[config.mk]
export PLATFORM = sky130hd
export DESIGN_NAME = multicycle_control_unit
export DESIGN_NICKNAME = d
export VERILOG_FILES = /design/src/rtl/multicycle_control_unit.sv
export SDC_FILE = /design/constraint.sdc
export NUM_CORES = 1
export LEC_CHECK = 0
export BUFFER_PORTS_ARGS = -buffer_cell sky130_fd_sc_hd__buf_4
export CAP_MARGIN = 40
export CORE_MARGIN = 5
export CORE_UTILIZATION = 25
export CTS_CLUSTER_DIAMETER = 150
export DETAILED_ROUTE_END_ITERATION = 10
export PLACE_DENSITY_LB_ADDON = 0.3
export SLEW_MARGIN = 20
export SYNTH_ARGS = -nofsm -noshare
export SYNTH_HDL_FRONTEND = slang
export SYNTH_SLANG_ARGS = --single-unit
[constraint.sdc]
create_clock -name clk_i -period 2.4 [get_ports clk_i]
set_clock_uncertainty 0.05 [all_clocks]
set_input_delay 0.12 -clock clk_i [delete_from_list [all_inputs] [get_ports clk_i]]
set_output_delay 0.12 -clock clk_i [all_outputs]
set_load 0.05 [all_outputs]
[src/rtl/multicycle_control_unit.sv]
// ============================================================================
// multicycle_control_unit
// ----------------------------------------------------------------------------
// Multi-cycle RV32IM control FSM. It sequences each instruction through
// FETCH/DECODE/EXECUTE/MEMORY/WRITEBACK and drives every enable and mux
// select of the shared-memory datapath. Memory accesses and the mul/div unit
// are waited on through handshakes. A bounded wait on the mul/div unit traps
// if the result never arrives.
//
// Parameters
//   M_EXT       1 enables the M extension (funct7=0000001 R-type)
//   MD_TIMEOUT  max MDWAIT cycles before trapping (2..1023)
//
// Ports
//   clk_i, rst_n_i                 clock, synchronous active-low reset
//   op_i, funct3_i, funct7_i       fields from the instruction register
//   zero_i, lt_i, ltu_i            rs1-rs2 compare flags (current cycle)
//   mem_ready_i                    memory access completes this cycle
//   md_done_i                      mul/div result valid pulse
//   pcWrite_o, adrSrc_o, memWrite_o, irWrite_o, resultSrc_o,
//   aluSrcA_o, aluSrcB_o, aluControl_o, immSrc_o, regWrite_o
//                                  datapath enables / mux selects
//   md_start_o, md_op_o            mul/div start pulse and operation
//   instr_done_o                   one-cycle pulse per retired instruction
//   illegal_o                      sticky trap flag
// ============================================================================
module multicycle_control_unit #(
    parameter bit M_EXT      = 1'b1,
    parameter int MD_TIMEOUT = 64
) (
    input  logic       clk_i,
    input  logic       rst_n_i,
    input  logic [6:0] op_i,
    input  logic [2:0] funct3_i,
    input  logic [6:0] funct7_i,
    input  logic       zero_i,
    input  logic       lt_i,
    input  logic       ltu_i,
    input  logic       mem_ready_i,
    input  logic       md_done_i,
    output logic       pcWrite_o,
    output logic       adrSrc_o,
    output logic       memWrite_o,
    output logic       irWrite_o,
    output logic [1:0] resultSrc_o,
    output logic [1:0] aluSrcA_o,
    output logic [1:0] aluSrcB_o,
    output logic [4:0] aluControl_o,
    output logic [2:0] immSrc_o,
    output logic       regWrite_o,
    output logic       md_start_o,
    output logic [2:0] md_op_o,
    output logic       instr_done_o,
    output logic       illegal_o
);

    localparam int CNT_W = $clog2(MD_TIMEOUT);
    localparam logic [CNT_W-1:0] CNT_LAST = CNT_W'(MD_TIMEOUT - 1);

    localparam logic [6:0] OP_LOAD  = 7'b0000011;
    localparam logic [6:0] OP_STORE = 7'b0100011;
    localparam logic [6:0] OP_R     = 7'b0110011;
    localparam logic [6:0] OP_I     = 7'b0010011;
    localparam logic [6:0] OP_BR    = 7'b1100011;
    localparam logic [6:0] OP_JAL   = 7'b1101111;
    localparam logic [6:0] OP_JALR  = 7'b1100111;
    localparam logic [6:0] OP_LUI   = 7'b0110111;
    localparam logic [6:0] OP_AUIPC = 7'b0010111;

    localparam logic [4:0] ALU_ADD  = 5'b00000;
    localparam logic [4:0] ALU_SUB  = 5'b00001;
    localparam logic [4:0] ALU_SLL  = 5'b00010;
    localparam logic [4:0] ALU_SLT  = 5'b00011;
    localparam logic [4:0] ALU_AND  = 5'b00100;
    localparam logic [4:0] ALU_OR   = 5'b00101;
    localparam logic [4:0] ALU_XOR  = 5'b00110;
    localparam logic [4:0] ALU_SRL  = 5'b00111;
    localparam logic [4:0] ALU_SRA  = 5'b01000;
    localparam logic [4:0] ALU_SLTU = 5'b01001;

    typedef enum logic [4:0] {
        S_RESET, S_FETCH, S_DECODE, S_MEMADR, S_MEMRD, S_MEMWB, S_MEMWR,
        S_EXEC_R, S_EXEC_I, S_ALUWB, S_MDWAIT, S_BRANCH, S_JAL, S_JALR,
        S_LUI, S_AUIPC, S_TRAP
    } state_t;

    state_t           state_q, state_d;
    logic [CNT_W-1:0] cnt_q;
    logic             illegal_q;

    // ------------------------------------------------------------------
    // Field decode
    // ------------------------------------------------------------------
    logic f7_zero, f7_alt, f7_m;
    logic r_alu_ok, r_md_ok, i_ok, br_ok, taken, md_last, is_link;

    assign f7_zero  = (funct7_i == 7'b0000000);
    assign f7_alt   = (funct7_i == 7'b0100000);
    assign f7_m     = (funct7_i == 7'b0000001);
    assign r_alu_ok = f7_zero || (f7_alt && (funct3_i == 3'b000 || funct3_i == 3'b101));
    assign r_md_ok  = f7_m && M_EXT;
    assign br_ok    = (funct3_i != 3'b010) && (funct3_i != 3'b011);
    assign md_last  = (cnt_q == CNT_LAST);
    // JAL/JALR reuse ALUWB but must write OldPC+4 rather than ALUOut
    assign is_link  = (op_i == OP_JAL) || (op_i == OP_JALR);

    always_comb begin
        case (funct3_i)
            3'b001:  i_ok = f7_zero;
            3'b101:  i_ok = f7_zero || f7_alt;
            default: i_ok = 1'b1;
        endcase
    end

    always_comb begin
        case (funct3_i)
            3'b000:  taken = zero_i;
            3'b001:  taken = !zero_i;
            3'b100:  taken = lt_i;
            3'b101:  taken = !lt_i;
            3'b110:  taken = ltu_i;
            3'b111:  taken = !ltu_i;
            default: taken = 1'b0;
        endcase
    end

    // alt selects SUB/SRA; callers decide when funct7 may carry that meaning
    function automatic logic [4:0] alu_op(input logic [2:0] f3, input logic alt);
        case (f3)
            3'b000:  alu_op = alt ? ALU_SUB : ALU_ADD;
            3'b001:  alu_op = ALU_SLL;
            3'b010:  alu_op = ALU_SLT;
            3'b011:  alu_op = ALU_SLTU;
            3'b100:  alu_op = ALU_XOR;
            3'b101:  alu_op = alt ? ALU_SRA : ALU_SRL;
            3'b110:  alu_op = ALU_OR;
            default: alu_op = ALU_AND;
        endcase
    endfunction

    // ------------------------------------------------------------------
    // Next state
    // ------------------------------------------------------------------
    always_comb begin
        state_d = state_q;
        case (state_q)
            S_RESET:  state_d = S_FETCH;
            S_FETCH:  if (mem_ready_i) state_d = S_DECODE;
            S_DECODE: begin
                case (op_i)
                    OP_LOAD, OP_STORE: state_d = S_MEMADR;
                    OP_R:              state_d = S_EXEC_R;
                    OP_I:              state_d = S_EXEC_I;
                    OP_BR:             state_d = S_BRANCH;
                    OP_JAL:            state_d = S_JAL;
                    OP_JALR:           state_d = S_JALR;
                    OP_LUI:            state_d = S_LUI;
                    OP_AUIPC:          state_d = S_AUIPC;
                    default:           state_d = S_TRAP;
                endcase
            end
            S_MEMADR: state_d = (op_i == OP_STORE) ? S_MEMWR : S_MEMRD;
            S_MEMRD:  if (mem_ready_i) state_d = S_MEMWB;
            S_MEMWB:  state_d = S_FETCH;
            S_MEMWR:  if (mem_ready_i) state_d = S_FETCH;
            S_EXEC_R: begin
                if (r_md_ok)       state_d = S_MDWAIT;
                else if (r_alu_ok) state_d = S_ALUWB;
                else               state_d = S_TRAP;
            end
            S_EXEC_I: state_d = i_ok ? S_ALUWB : S_TRAP;
            S_ALUWB:  state_d = S_FETCH;
            // md_done wins over the timeout on the last allowed cycle
            S_MDWAIT: begin
                if (md_done_i)    state_d = S_FETCH;
                else if (md_last) state_d = S_TRAP;
            end
            S_BRANCH: state_d = br_ok ? S_FETCH : S_TRAP;
            S_JAL:    state_d = S_ALUWB;
            S_JALR:   state_d = (funct3_i == 3'b000) ? S_ALUWB : S_TRAP;
            S_LUI:    state_d = S_ALUWB;
            S_AUIPC:  state_d = S_ALUWB;
            S_TRAP:   state_d = S_TRAP;
            default:  state_d = S_TRAP;
        endcase
    end

    // ------------------------------------------------------------------
    // State, MDWAIT cycle counter (zero on the entry cycle), sticky trap
    // ------------------------------------------------------------------
    always_ff @(posedge clk_i) begin
        if (!rst_n_i) begin
            state_q   <= S_RESET;
            cnt_q     <= '0;
            illegal_q <= 1'b0;
        end else begin
            state_q <= state_d;
            cnt_q   <= (state_q == S_MDWAIT) ? cnt_q + CNT_W'(1) : '0;
            if (state_d == S_TRAP) illegal_q <= 1'b1;
        end
    end

    // ------------------------------------------------------------------
    // Outputs: decoded from state + fields; strobes qualified by
    // mem_ready / compare flags / md_done where the handshake requires it
    // ------------------------------------------------------------------
    always_comb begin
        pcWrite_o    = 1'b0;
        adrSrc_o     = 1'b0;
        memWrite_o   = 1'b0;
        irWrite_o    = 1'b0;
        resultSrc_o  = 2'b00;
        aluSrcA_o    = 2'b00;
        aluSrcB_o    = 2'b00;
        aluControl_o = ALU_ADD;
        immSrc_o     = 3'b000;
        regWrite_o   = 1'b0;
        md_start_o   = 1'b0;
        md_op_o      = 3'b000;
        instr_done_o = 1'b0;
        case (state_q)
            S_FETCH: begin
                aluSrcB_o   = 2'b10;
                resultSrc_o = 2'b10;
                irWrite_o   = mem_ready_i;
                pcWrite_o   = mem_ready_i;
            end
            S_DECODE: begin
                // OldPC + imm_B lands in ALUOut as the branch target
                aluSrcA_o = 2'b01;
                aluSrcB_o = 2'b01;
                immSrc_o  = 3'b010;
            end
            S_MEMADR: begin
                aluSrcA_o = 2'b10;
                aluSrcB_o = 2'b01;
                immSrc_o  = (op_i == OP_STORE) ? 3'b001 : 3'b000;
            end
            S_MEMRD: adrSrc_o = 1'b1;
            S_MEMWB: begin
                resultSrc_o  = 2'b01;
                regWrite_o   = 1'b1;
                instr_done_o = 1'b1;
            end
            S_MEMWR: begin
                adrSrc_o     = 1'b1;
                memWrite_o   = mem_ready_i;
                instr_done_o = mem_ready_i;
            end
            S_EXEC_R: begin
                aluSrcA_o    = 2'b10;
                aluControl_o = alu_op(funct3_i, f7_alt);
            end
            S_EXEC_I: begin
                aluSrcA_o    = 2'b10;
                aluSrcB_o    = 2'b01;
                // funct7 bits are immediate bits except for SRAI
                aluControl_o = alu_op(funct3_i, f7_alt && (funct3_i == 3'b101));
            end
            S_ALUWB: begin
                regWrite_o   = 1'b1;
                instr_done_o = 1'b1;
                if (is_link) begin
                    aluSrcA_o   = 2'b01;
                    aluSrcB_o   = 2'b10;
                    resultSrc_o = 2'b10;
                end
            end
            S_MDWAIT: begin
                md_op_o    = funct3_i;
                md_start_o = (cnt_q == '0);
                if (md_done_i) begin
                    resultSrc_o  = 2'b11;
                    regWrite_o   = 1'b1;
                    instr_done_o = 1'b1;
                end
            end
            S_BRANCH: begin
                aluSrcA_o    = 2'b10;
                aluControl_o = ALU_SUB;
                pcWrite_o    = br_ok && taken;
                instr_done_o = br_ok;
            end
            S_JAL: begin
                aluSrcA_o   = 2'b01;
                aluSrcB_o   = 2'b01;
                immSrc_o    = 3'b100;
                resultSrc_o = 2'b10;
                pcWrite_o   = 1'b1;
            end
            S_JALR: begin
                if (funct3_i == 3'b000) begin
                    aluSrcA_o   = 2'b10;
                    aluSrcB_o   = 2'b01;
                    resultSrc_o = 2'b10;
                    pcWrite_o   = 1'b1;
                end
            end
            S_LUI: begin
                aluSrcA_o = 2'b11;
                aluSrcB_o = 2'b01;
                immSrc_o  = 3'b011;
            end
            S_AUIPC: begin
                aluSrcA_o = 2'b01;
                aluSrcB_o = 2'b01;
                immSrc_o  = 3'b011;
            end
            default: ;
        endcase
    end

    assign illegal_o = illegal_q;

endmodule

[Word-level counts from Yosys, hierarchy flattened]
Index checks and enable logic that the tools add are counted.
Widths: inputs -> output; s select.
Word-level totals
  register bits: 12
  bits of input ports: 24
  output and inout bits: 25
  logic and storage cells: 109
Operators by class
  reduce and logical (&&, ||, !) cells: 26
  equal/unequal tests: 37
  add/subtract/negate cells: 1
  mux-type cells: 42
Operators with widths (number)
  $pmux 5 s12: 1
  $pmux 4 s7: 2
  $mux 5: 10
  $eq 5x4->1 const B: 8
  $pmux 5 s8: 1
  $eq 7x6->1 const B: 4
  $eq 7x7->1 const B: 3
  $eq 5x3->1 const B: 4
  $pmux 2 s5: 2
  $eq 7x5->1 const B: 2
  $eq 3x3->1 const B: 4
  $pmux 3 s4: 1
  $pmux 4 s3: 1
  $mux 1: 11
  $eq 5x2->1 const B: 2
  $reduce_or 2->1: 5
  $reduce_or 3->1: 3
  $mux 2: 4
  $mux 4: 2
  $pmux 1 s4: 2
  $pmux 2 s4: 1
  $eq 7x1->1 const B: 1
  $eq 7x2->1 const B: 1
  $logic_not 7->1: 1
  19 further kinds: 30

[Longest topological paths before layout]
Gate-level depths: netlist of the first run.
  depth in word-level cells: 8
  gate-level depth with buffers: 6
  gate-level depth less buffers: 6

[Worst setup path before layout of the first run]
Ideal clock, no wire load.
  path type: register -> output
  start: register state_q[4]
  end: output port resultSrc_o[1]
  arrival: 3.731 ns
  setup slack: -1.501 ns
  cell stages (with the launch flop): 5
  cell sequence: dfxtp_1 buf_2 clkbuf_1 a2111oi_0 or2_2
Between the ends
  cells in the longest elaborated chain, start to end: 3
  elaborated cells on any way between the ends: 8
  classes of those cells: eq/ne (6); mux (1); reduce/logical (1)
RTL lines
  from (decl): RTL line 87  | state_t state_q, state_d;
  from (signal assigned): RTL line 197  | state_q <= state_d;
  $eq 5x4->1 or $eq 5x1->1 (tied branches): RTL line 221  | case (state_q)
  $reduce_or 2->1 (no line)
  $pmux 2 s5 (*): RTL line 221
  to (decl): RTL line 45  | output logic [1:0] resultSrc_o,
Every way passes the cells marked *; elsewhere a longest branch is shown, timed or not.

[Final worst setup path of the first run]
  start: register state_q[0]
  end: output port aluControl_o[1]
Between the ends
  cells in the longest elaborated chain, start to end: 2
  elaborated cells on any way between the ends: 4
  classes of those cells: eq/ne (3); mux (1)
RTL lines
  $eq 5x4->1 or $eq 5x3->1 (tied branches): RTL line 221
  $pmux 4 s3 (*): RTL line 221
  to (decl): RTL line 48  | output logic [4:0] aluControl_o,
Marked as above.

==> summary.md, run 1 <==
| Metric | Value |
|---|---|
| Sequential share of the synthesized area | 0.168 |
| Final Cell Area | around 2000 um^2 |
| Most common cell in the netlist | nor2_1 |
| CTS Sinks | 12 |
| Count of pins over their slew limit | 0 |
| Fillers | 613 |
| Die Ht | 85.7 um |
| Reg2reg path depth | 6 |
| Yosys top cell area share | 0.168 |
| Ranking of synthesized cells by area | dfxtp_1, nor2_1, a21oi_1, nand2_1, xor2_1 |
| Mapped Avg Cell Area | 6.95 um^2 |
| Final nets | roughly 280 |
| VDD IR max | around 0.30 mV |
| Clock Root Buffer | clkbuf_8 |
| Worst Hold End | illegal_o |
| Critical path class | flip-flop to output port |
| Initial antenna violation count | 0 |
| Clock Path Buffers | 2 |
| Crit path launch type | flip-flop |
| Layout cells sized above 1 | 0.291 |
| FF-to-FF End | illegal_o |
| P_leak | approximately 0.85 nW |
| H-Tree Depth | 1 |
| Initial DRC Count | between 60 and 70 |
| Placed inst area | 1890 um^2 |
| Total GRT Usage | 0.108 |
| Clock Latency Late Sink | between 200 and 250 ps |
| Status | finished, final reports clean |
| Total CTS buffers | 3 |
| # rows | 27 |
| HPWL Detailed | around 3400 um |
| Relative slew slack | 0.652 |
| Drt via density | about 4.9 |
| Cells after Synth | between 200 and 250 |
| Hold Path Class | input port to flip-flop |
| Largest net degree at the start of global routing | 15 |
| Placed Instances | ~320 |
| Yosys warning count | 0 |
| Ys flop type | dfxtp_1 |
| Asr flop ratio synth | 0 |
| Starting Density | 0.258 |
| Post-CTS Setup Bufs | 0 |
| Tmin final | 2140 ps |
| WP data required | ~2200 ps |
| Die X | approximately 86 um |
| Final setup fails | 0 |
| Die area | ~7300 um^2 |
| Cell Area, Synth | about 1400 um^2 |
| Core ar. | 5540 um^2 |
| Reg2reg setup slack | between 300 and 400 ps |
| Routed WL | just over 4000 um |
| Fin crit share | 0.891 |
| Hold-fix buffers, CTS | 0 |
| DRC Markers | 0 |
| First-pass GRT wire length | ~6800 um |
| I/O Pins | 49 |
| Post-synth top cells | nor2_1, nand2_1, a21oi_1, dfxtp_1 |
| Crit Reg-Reg Startpoint | state_q[2] |
| Global route overflow | 0 |
| Worst path arrival time | a little under 2000 ps |
| Max capacitance violation total | 0 |
| Crit path max fanout | 9 |
| Crit. End Element | output port |
| Routed Antenna Nets | 0 |
| Routability congestion estimate | 0.817 |
| Synth Net Count | between 200 and 250 |
| Area grow syn2layout | 35.8% |
| Fmax | roughly 0.47 GHz |
| Port Buf Inserts | between 40 and 50 |
| CTS tree | built |
| Post-synth EDFFs | 0 |
| Clock-pin slew on the worst setup and hold paths | about 50 ps |
| DR vias | between 1500 and 2000 |
| Avg WL per Cell | ~13 um |
| FF+latch count, synth | 12 |
| RSZ-0062 raised after global routing | no |
| Area leader, netlist | dfxtp_1 |
| DR pass1 iterations | 4 |
| Finished Layout Cells | around 320 |
| Min-Delay Startpoint | rst_n_i |
| PwrDens | between 300 and 400 nW/um^2 |
| Hold depth | 2 |
| Vias in the first global route | 1492 |
| Synth cell types | 52 |
| Hold Fails Final Rpt | 0 |
| Worst slew pin tran | approximately 520 ps |
| # resized after CTS | 0 |
| Antenna cells | 0 |
[worst max path at each step]
stage | from | to | depth (start not counted)
after floorplan | state_q[3] | aluControl_o[2] | 5
after global routing | state_q[2] | aluControl_o[1] | 6
final | state_q[0] | aluControl_o[1] | 6
after CTS | state_q[3] | aluControl_o[1] | 5
after global placement | state_q[3] | aluControl_o[1] | 5
after detailed placement | funct7_i[1] | aluControl_o[0] | 7
[cell type report]
| type | count | area [um^2] | area share |
|---|---|---|---|
| inverters | 7 | 26.3 | 0.0135 |
| clock buffers | 4 | 55.1 | 0.0283 |
| flip-flops and latches | 12 | 243 | 0.125 |
| multi-input cells | 173 | 1120 | 0.575 |
| well taps | 72 | 90.1 | 0.0463 |
| repair buffers | 55 | 413 | 0.212 |
[cell families (layout without fill, tap and decap cells)]
logic type | Yosys count | count (layout) | share of synthesized area
and+or+nand+nor | 112 | 112 | 0.429
AOI/OAI and AO/OA | 46 | 46 | 0.240
buffers and inverters | 21 | 66 | 0.0673
DFF | 12 | 12 | 0.168
xor gates and xnor gates | 9 | 9 | 0.0551
adders and majority gates | 3 | 3 | 0.0245
muxes | 2 | 2 | 0.0140
other | 1 | 1 | 0.00262
[registers in the layout, summed over array words and instances, names as in the netlist]
register and count:
illegal_o 1, cnt_q 6, state_q 5
[placed cells by master (no fill, tap or decap), drive strengths merged, types with 7 or more instances in the layout]
cell type and n:
a21oi 12, nor2 27, buf 55, inv 7, nand2 15, nor3 7, nand3 8, nand2b 8
dfxtp 12, and3 7
[layer usage]
layer  GRT usage  up-vias  routed length (um)
met4     0.00432        0                   0
met1       0.137      721                1880
met2       0.196       30                2040
li1            -      837                   -
met3      0.0231        0                 197
met5           0        -                   0
[power by group]
| group | total, mW | switching [mW] | internal, mW |
|---|---|---|---|
| combinational | 0.243 | 0.147 | 0.0961 |
| clock | 0.214 | 0.0695 | 0.145 |
| sequential | 0.218 | 0.0120 | 0.206 |
| total | 0.675 | 0.228 | 0.446 |
[through the flow]
stage	util	power [mW]	setup TNS, ps	worst slack (ps)	hold slack [ps]
after global routing	0.351	0.715	0	62.0	115
final	0.351	0.675	0	261	110
after detailed placement	0.341	0.465	0	385	357
after floorplan	-	0.376	-115	-75.3	187
after CTS	0.350	0.686	0	116	106
after global placement	0.341	0.465	0	410	357
[critical path, cell delays in order (launching register included)]
cell	delay, ps
dfxtp_1	510
nand2_1	130
nor2_1	130
a21oi_1	40
or2_2	320
a2111oi_2	340
buf_4	250
Power figures use the tool's default switching activity.
==> run 2: changes to the inputs <==
REMOVE_ABC_BUFFERS = 1   (was default)
==> summary.md, run 2 (same netlist as run 1, synthesis figures left out) <==
| Metric | Value |
|---|---|
| Vias in the first global route | between 1500 and 2000 |
| Hold Path Class | input port to flip-flop |
| Overall Power | 0.641 mW |
| CTS Sinks | 12 |
| Placed Instances | 320 |
| Initial antenna violation count | 0 |
| Drt via density | 4.98 |
| DR vias | roughly 1600 |
| Fin util | 0.346 |
| Port Buf Inserts | 47 |
| Routability congestion estimate | about 0.85 |
| Placed inst area | roughly 1900 um^2 |
| CTS tree | built |
| Fin crit share | 0.903 |
| Hold Fails Final Rpt | 0 |
| P_leak | between 0.8 and 0.9 nW |
| First-pass GRT wire length | 7170 um |
| Clock Path Buffers | 2 |
| Max capacitance violation total | 0 |
| Most frequent cells in the layout | buf_4, nor2_1, nand2_1 |
| Top reg by flops | cnt_q |
| Routed WL | between 4000 and 5000 um |
| PwrDens | 334 nW/um^2 |
| Critical Path Max Stage Delay | 460 ps |
| Crit path max fanout | 13 |
| Tmin final | 2170 ps |
| Post-CTS Setup Bufs | 0 |
| Fmax | approximately 0.46 GHz |
| Hold depth | 2 |
| Core ar. | ~5500 um^2 |
| Reg2reg setup slack | 400 ps |
| Most common cell after layout, fill and taps aside | buf_4 |
| Cell Chain, Critical Path | and2b_1, a21oi_1, or2_2, a2111oi_1, buf_4 |
| DRC Markers | 0 |
| Hold-fix buffers, CTS | 0 |
| Global route overflow | 0 |
| # rows | 27 |
| Clock-pin slew on the worst setup and hold paths | about 50 ps |
| Area grow syn2layout | 33.9% |
| Slowest cell on the critical path | dfxtp_2 |
| Final setup fails | 0 |
| Die Ht | between 80 and 90 um |
| Largest net degree at the start of global routing | 16 |
| Fillers | around 630 |
| Max reg flops | 6 |
| Worst slew pin tran | between 500 and 600 ps |
| HPWL Detailed | about 3500 um |
| Total CTS buffers | 3 |
| Crit. End Element | output port |
| Relative slew slack | 0.599 |
| Count of pins over their slew limit | 0 |
| Hold WS | between 100 and 150 ps |
| Antenna cells | 0 |
| H-Tree Depth | 1 |
| I/O Pins | 49 |
| Total GRT Usage | 0.117 |
| Critical path class | flip-flop to output port |
| Avg WL per Cell | ~13 um |
| Final Cell Area | about 1900 um^2 |
| Final nets | about 280 |
| Worst path arrival time | roughly 2000 ps |
| Routed Antenna Nets | 0 |
| Status | finished, final reports clean |
| DR pass1 iterations | 4 |
| RSZ-0062 raised after global routing | no |
| Finished Layout Cells | roughly 320 |
| WP data required | 2230 ps |
| Die X | around 86 um |
| Initial DRC Count | approximately 130 |
| Layout cells sized above 1 | 0.275 |
| # resized after CTS | 0 |
| Reg2reg path depth | 6 |
| Clock Root Buffer | clkbuf_8 |
| VDD IR max | 0.258 mV |
| Starting Density | 0.258 |
| Crit path launch type | flip-flop |
| Die area | 7340 um^2 |
| Clock Latency Late Sink | 240 ps |
[run 2: per-layer routing]
layer	GRT usage	wire length (um)
met3	0.0288	184
met1	0.162	2080
met5	0	0
met4	0.0115	6
met2	0.189	2060
[run 2: area by class of cell]
class | instances | area [um^2] | area share
inverter | 7 | 26.3 | 0.0137
clock buffer | 3 | 41.3 | 0.0215
multi-input combinational | 173 | 1100 | 0.572
tap | 72 | 90.1 | 0.0470
sequential | 12 | 243 | 0.127
timing repair buffer | 56 | 420 | 0.219
[run 2: path summary, 6_finish.rpt]
check                                  endpoint  startpoint
worst max register to register       state_q[0]  state_q[2]
worst max-delay path            aluControl_o[1]  state_q[3]
worst min register to register         cnt_q[0]    cnt_q[0]
worst min-delay path                  illegal_o     rst_n_i
[run 2: stage by stage]
step                      setup WS (ps)  TNS (ps)
after global routing               33.8         0
after CTS                          34.2         0
after floorplan                   -1550     -5580
final                               232         0
after detailed placement            317         0
after global placement              378         0
[run 2: critical path, delay by kind of cell (launching register included)]
family,cells,cell delay (ps)
buffers and inverters,1,270
AND/OR/NAND/NOR,2,570
flip-flops,1,460
AO/OA/AOI/OAI,2,460
[run 2: where the power goes]
part / internal (mW) / switching [mW] / total [mW] / leakage [nW]
logic: 0.0967 / 0.145 / 0.242 / 0.722
registers: 0.206 / 0.0113 / 0.217 / 0.0982
clock network: 0.110 / 0.0717 / 0.182 / 0.0216
total: 0.413 / 0.228 / 0.641 / 0.842
==> run 3: changes to the inputs <==
CORE_UTILIZATION = 54   (was 25)
clock period = 2.6 ns   (was 2.4 ns; I/O delays follow)
==> summary.md, run 3 (same netlist as run 1, synthesis figures left out) <==
| Metric | Value |
|---|---|
| Status | finished, final reports clean |
| Fmax | about 0.42 GHz |
| Final Cell Area | roughly 1800 um^2 |
| Max capacitance violation total | 0 |
| Min-Delay Startpoint | rst_n_i |
| Worst Hold End | state_q[1] |
| H-Tree Depth | 1 |
| WP data required | around 2400 ps |
| Hold depth | 2 |
| Critical path class | flip-flop to output port |
| DR pass1 iterations | 4 |
| Routed Antenna Nets | 0 |
| Hold Fails Final Rpt | 0 |
| Crit path launch type | flip-flop |
| CTS tree | built |
| Fillers | approximately 220 |
| Setup TNS | 0 ps |
| Most frequent cells in the layout | buf_4, nor2_1, nand2_1 |
| Reg2reg setup slack | roughly 550 ps |
| Worst slew pin tran | ~520 ps |
| Hold-fix buffers, CTS | 0 |
| Starting Density | 0.573 |
| P_leak | ~0.8 nW |
| Avg WL per Cell | between 10 and 15 um |
| Relative slew slack | 0.642 |
| Die Ht | between 60 and 70 um |
| Worst path arrival time | between 2000 and 2500 ps |
| Initial DRC Count | 80 |
| Clock Latency Late Sink | 270 ps |
| Final nets | 273 |
| Max reg flops | 6 |
| DRC Markers | 0 |
| VDD IR max | 0.359 mV |
| Layout cells sized above 1 | 0.264 |
| Die X | ~60 um |
| Most common cell after layout, fill and taps aside | buf_4 |
| PwrDens | about 310 nW/um^2 |
| Clock-pin slew on the worst setup and hold paths | 80 ps |
| CTS Sinks | 12 |
| Routability congestion estimate | just under 0.9 |
| Global route overflow | 0 |
| Area grow syn2layout | 27.0% |
| Core ar. | 2500 um^2 |
| Crit Reg-Reg Startpoint | state_q[2] |
| Routed WL | about 3900 um |
| Tmin final | between 2000 and 2500 ps |
| Crit. End Element | output port |
| First-pass GRT wire length | ~6600 um |
| Fin crit share | 0.917 |
| I/O Pins | 49 |
| Vias in the first global route | 1445 |
| Total CTS buffers | 3 |
| Port Buf Inserts | 47 |
| Clock Path Buffers | 2 |
| Largest net degree at the start of global routing | 21 |
| Initial antenna violation count | 0 |
| Final setup fails | 0 |
| HPWL Detailed | around 3000 um |
| Hold Path Class | input port to flip-flop |
| Placed inst area | roughly 1800 um^2 |
| Post-CTS Setup Bufs | 0 |
| Count of pins over their slew limit | 0 |
| Top reg by flops | cnt_q |
| Antenna cells | 0 |
| # resized after CTS | 0 |
| RSZ-0062 raised after global routing | no |
| FF-to-FF End | illegal_o |
| # rows | 18 |
| Crit path max fanout | 13 |
| Reg2reg path depth | 5 |
| DR vias | about 1600 |
| Total GRT Usage | 0.221 |
| Die area | 3780 um^2 |
| Drt via density | between 5 and 6 |
| Clock Root Buffer | clkbuf_4 |
-- run 3: cell count changes in the layout (fill, tap and decap cells not counted), sizes merged --
| cell | change |
|---|---|
| buf | -6 |
| clkbuf | +1 |
-- run 3: report_power, final --
group / switching, mW / total (mW) / internal, mW
logic: 0.124 / 0.206 / 0.0818
registers: 0.0176 / 0.207 / 0.190
clock network: 0.0667 / 0.152 / 0.0851
-- run 3: cell type report --
cell class	instances	area, um^2	area share
Clock buffer	4	36.3	0.0200
Inverter	7	26.3	0.0145
Multi-Input combinational cell	173	1100	0.605
Sequential cell	12	243	0.134
Tap cell	30	37.5	0.0206
Timing Repair Buffer	50	375	0.206
-- run 3: worst max-delay path, stage by stage (launching register included) --
cell and delay [ps]:
dfxtp_1 580, and2b_1 280, a21oi_1 90, or2_2 320
a2111oi_0 390, buf_4 280
-- run 3: how the worst max path moves through the flow --
stage,start,to,cells past startpoint
4_1_cts,state_q[1],aluControl_o[1],6
6_report,state_q[3],aluControl_o[1],5
5_1_grt,state_q[3],aluControl_o[1],5
2_1_floorplan,state_q[0],resultSrc_o[1],3
3_3_place_gp,state_q[1],aluControl_o[1],6
3_5_place_dp,state_q[1],aluControl_o[1],6
-- run 3: routing by layer --
metal	vias to the layer above	share of wire	track usage
met5	-	0	0
met4	0	0.0031	0.0333
met3	4	0.073	0.0356
met2	59	0.47	0.356
met1	722	0.45	0.314
li1	829	-	-
-- run 3: stage by stage --
stage,power [mW],hold slack [ps],cells,utilization,worst slack [ps]
global placement,0.414,359,272,0.710,486
detailed placement,0.415,365,272,0.710,455
floorplan,0.331,197,192,-,-1360
global route,0.598,82.9,276,0.727,90.5
CTS,0.567,83.3,276,0.724,135
finish,0.565,79.9,276,0.727,217
